$ cat config.mk
export PLATFORM = sky130hd
export DESIGN_NAME = deskew_matrix
export DESIGN_NICKNAME = d
export VERILOG_FILES = /design/src/rtl/deskew_matrix.sv
export SDC_FILE = /design/constraint.sdc
export NUM_CORES = 1
export LEC_CHECK = 0
export CORE_MARGIN = 2
export CORE_UTILIZATION = 25
export DETAILED_ROUTE_END_ITERATION = 10
export PLACE_DENSITY_LB_ADDON = 0.3
export SLEW_MARGIN = 20
export SYNTH_ARGS = -nofsm -noshare
export SYNTH_HDL_FRONTEND = slang
export SYNTH_SLANG_ARGS = --single-unit
$ cat constraint.sdc
create_clock -name clock -period 1.9 [get_ports clock]
set_input_delay 0.57 -clock clock [delete_from_list [all_inputs] [get_ports clock]]
set_output_delay 0.57 -clock clock [all_outputs]
set_load 0.01 [all_outputs]
$ cat src/rtl/deskew_matrix.sv
// rtl/deskew_matrix.sv - realigns a diagonal-wavefront lane stream into a held SIZE x SIZE matrix
// Optional pad-slot check enabled by defining DESKEW_PAD_CHECK_EN.
module deskew_matrix #(
  parameter int WIDTH = 4,
  parameter int SIZE  = 3
) (
  input  logic                                     clock,
  input  logic                                     nreset,
  input  logic                                     in_valid,
  output logic                                     in_ready,
  input  logic [SIZE*WIDTH-1:0]                    in_data,
  output logic [SIZE-1:0][SIZE-1:0][WIDTH-1:0]     Mout,
  output logic                                     out_valid,
  input  logic                                     out_ready,
  output logic                                     pad_err
);

  localparam int BEATS = 2 * SIZE - 1;
  localparam int CW    = (BEATS > 1) ? $clog2(BEATS) : 1;

  localparam logic [1:0] S_IDLE    = 2'd0;
  localparam logic [1:0] S_COLLECT = 2'd1;
  localparam logic [1:0] S_FULL    = 2'd2;

  logic [1:0]                           state_q, state_d;
  logic [CW-1:0]                        cnt_q, cnt_d;
  logic [SIZE-1:0][SIZE-1:0][WIDTH-1:0] mat_q, mat_d;
  logic                                 accept;
  logic                                 last_beat;

  // A full matrix is released the same cycle the next one may start.
  assign in_ready  = (state_q != S_FULL) || out_ready;
  assign accept    = in_valid && in_ready;
  assign last_beat = (cnt_q == CW'(BEATS - 1));
  assign out_valid = (state_q == S_FULL);
  assign Mout      = mat_q;

  always_comb begin
    state_d = state_q;
    cnt_d   = cnt_q;
    if (state_q == S_FULL && out_ready) begin
      state_d = S_IDLE;
    end
    if (accept) begin
      if (last_beat) begin
        state_d = S_FULL;
        cnt_d   = '0;
      end else begin
        state_d = S_COLLECT;
        cnt_d   = cnt_q + 1'b1;
      end
    end
  end

  // Beat k carries row k-t on lane t; each element is written exactly once per matrix.
  always_comb begin
    mat_d = mat_q;
    for (int r = 0; r < SIZE; r++) begin
      for (int t = 0; t < SIZE; t++) begin
        if (accept && (int'(cnt_q) == r + t)) begin
          mat_d[r][t] = in_data[t*WIDTH +: WIDTH];
        end
      end
    end
  end

  always_ff @(posedge clock or negedge nreset) begin
    if (!nreset) begin
      state_q <= S_IDLE;
      cnt_q   <= '0;
      mat_q   <= '0;
    end else begin
      state_q <= state_d;
      cnt_q   <= cnt_d;
      mat_q   <= mat_d;
    end
  end

`ifdef DESKEW_PAD_CHECK_EN
  logic pad_err_q;
  logic pad_hit;

  always_comb begin
    pad_hit = 1'b0;
    for (int t = 0; t < SIZE; t++) begin
      if ((int'(cnt_q) < t || int'(cnt_q) >= t + SIZE) &&
          (in_data[t*WIDTH +: WIDTH] != '0)) begin
        pad_hit = 1'b1;
      end
    end
  end

  always_ff @(posedge clock or negedge nreset) begin
    if (!nreset) begin
      pad_err_q <= 1'b0;
    end else if (accept && pad_hit) begin
      pad_err_q <= 1'b1;
    end
  end

  assign pad_err = pad_err_q;
`else
  assign pad_err = 1'b0;
`endif

endmodule

==> results.py <==
metrics = {
    "worst_setup_path": {
        "worstSetupPathType": "input pin to primary output",
        "path_max_fanout": 2,
        "rr_worst_depth": 5,
        "arrival_ps": 1280,
        "start_kind": "input pin",
        "critPathRequiredTime_ps": 1330,
        "endpoint_kind": "primary output",
    },
    "clock_tree": {
        "cts_buffers": 5,
        "cts.sinks": 41,
        "htreeDepth": 2,
        "clockBufferDepth": 2,
        "post_cts_buffers": 0,
        "clk_pin_slew_ps": 80,
        "cts_tree": "yes",
        "clockRootBuffer": "clkbuf_8",
        "clock_latency_ps": 290,
    },
    "finish": {
        "layout-drive-gt1-share": 0.320,
        "layout.nets": 192,
        "regArea_um2": 1030,
        "multi_input_area_um2": 712,
        "stdcell_area_um2": 2560,
        "area_growth_pct": 40.6,
        "nFillCells": 709,
        "fin_util": 0.358,
        "num_antenna_cells": 0,
    },
    "logic_synthesis": {
        "synthesis.area_per_instance_um2": 16.1,
        "synth-seq-cells": 41,
        "synth-main-ff-cell": "dfrtp_1",
        "yosysTopAreaCell": "dfrtp_1",
        "synth_async_sr_flop_share": 1.00,
        "syn-num-nets": 134,
        "yosysMostFrequentCell": "dfrtp_1",
        "synthTopCellsByCount": "dfrtp_1 (41), mux2_4 (26), mux2_2 (12), buf_6 (5), ha_1 (5)",
        "synth_edf_count": 0,
        "syn-cell-area_um2": 1820,
        "ys_warn_count": 0,
        "netlist.area_leader.share": 0.564,
        "synth_cell_type_count": 20,
        "ys_seq_area_frac": 0.564,
        "syn_inst": 113,
        "synth_area_leaders": "dfrtp_1 (56%), mux2_4 (21%), mux2_2 (7.4%)",
    },
    "floorplan": {
        "core_area_um2": 7140,
        "rows": 31,
        "io-pin-count": 55,
        "die_w_um": 89.3,
        "start_util": 0.255,
        "fp.dieH_um": 89.3,
        "die_area_um2": 7970,
    },
    "power": {
        "p_sw_mw": 1.21,
        "irDropWorstVdd_mv": 0.359,
        "clockPowerShare": 0.148,
        "combPwrFrac": 0.478,
        "p_seq_frac": 0.374,
        "internal_power_mw": 2.99,
        "p_leak_nw": 1.13,
        "p_per_area_nw_per_um2": 1640,
        "sw_frac_of_total": 0.289,
    },
    "global_routing": {
        "antenna_found_initial": 0,
        "grt_pass1_wl_mm": 5.70,
        "grt_pass1_vias": 1055,
        "grt_max_degree": 23,
        "grt_remaining_overflow": 0,
        "grt_usage": 0.0967,
    },
    "placement": {
        "post-dp-hpwl_mm": 2.62,
        "placed_cell_area_um2": 2460,
        "gp_congestion": 0.759,
        "io_buffer_count": 53,
    },
    "sta": {
        "fin_crit_sh": 0.975,
        "finalHoldViolCount": 0,
        "fmax_mhz": 540,
        "maxSlewViolCount": 0,
        "setup_viol": 0,
        "clock-skew-final_ps": 4.78,
        "period_minus_slack_ps": 1850,
        "rsz0062_at_grt": "no",
    },
    "route": {
        "wl_per_cell_um": 13.1,
        "first_pass_iters": 3,
        "wirelength_mm": 3.55,
        "viasPerCell": 3.83,
        "ant_nets": 0,
        "vias": 1039,
        "drc_errors": 0,
        "first_iter_violations": 5,
    },
    "flow_run": {
        "max_cap_viol_count": 0,
    },
    "hold_path": {
        "hp-class": "input pin to async pin",
    },
    "status": {
        "outcome": "finished clean",
    },
}
==> layout by cell type (no fill, tap or decap) <==
cell / n
buf_2: 2
clkbuf_8: 7
buf_12: 2
and3_1: 3
nand2_1: 1
inv_1: 3
mux2_2: 12
a21o_1: 1
dlygate4sd2_1: 1
mux2i_1: 1
clkdlybuf4s50_1: 49
nor2b_1: 2
mux2_4: 26
nor2_1: 2
conb_1: 1
o21ai_0: 2
and3_4: 2
clkdlybuf4s15_1: 1
or3b_1: 1
and2_1: 1
clkinv_2: 1
dfrtp_1: 41
ha_1: 5
nand2b_1: 2
buf_4: 3
==> metrics by stage <==
step           setup TNS [ps]  power [mW]  instances  hold WS, ps  setup WS (ps)
2_1_floorplan               0        2.63        113          274           86.2
3_3_place_gp           -13070        3.61        263          469           -523
3_5_place_dp           -13950        3.64        263          477           -544
4_1_cts                     0        4.27        271          244           7.96
5_1_grt                     0        4.48        271          265           1.16
6_report                    0        4.20        271          228           47.4
==> what timing repair did <==
action | CTS | global route
resized for setup | 6 | 1
setup endpoints to repair | 37 | 1
hold buffers | 0 | 0
pin swaps | 1 | 1
==> routing by layer <==
layer	wire length, µm	global-route usage
met1	1720	0.135
met2	1570	0.139
met3	200	0.0259
met4	56	0.0448
met5	0	0
==> kinds of logic after synthesis <==
logic type | count (synthesis) | synth area share
DFF | 41 | 0.564
muxes | 39 | 0.295
and+or+nand+nor | 14 | 0.0509
buffers and inverters | 10 | 0.0440
adders and majority gates | 5 | 0.0344
AOI/OAI and AO/OA | 3 | 0.00964
other | 1 | 0.00206
==> worst max-delay path: stages <==
cell	delay, ps
clkdlybuf4s15_1	170
or3b_1	390
buf_2	150
==> power groups by stage <==
stage	Combinational [mW]	Sequential, mW	Clock (mW)
2_1_floorplan	0.897	1.74	0
4_1_cts	2.05	1.58	0.646
3_5_place_dp	2.04	1.59	0
5_1_grt	2.17	1.63	0.684
3_3_place_gp	2.01	1.59	0
6_report	2.01	1.57	0.620
==> cell type report <==
cell class,count,area share
Timing Repair Buffer,58,0.228
Clock inverter,1,0.00196
Tap cell,99,0.0485
Inverter,3,0.00441
Clock buffer,7,0.0377
Sequential cell,41,0.401
Multi-Input combinational cell,62,0.279
==> registers in the layout (all words and copies together), names as in the netlist <==
signal	flops
state_q	2
Mout	36
cnt_q	3
==> worst paths after layout <==
check | startpoint | endpoint | slack (ps)
min in group clock | state_q[1] | state_q[1] | 490
max | out_ready | in_ready | 50
max in group asynchronous | nreset | Mout[26] | 1180
max reg2reg | cnt_q[0] | Mout[35] | 220
min | nreset | Mout[8] | 230
min reg2reg | state_q[1] | state_q[1] | 490
Note: power is estimated with default switching activity, not from simulation.
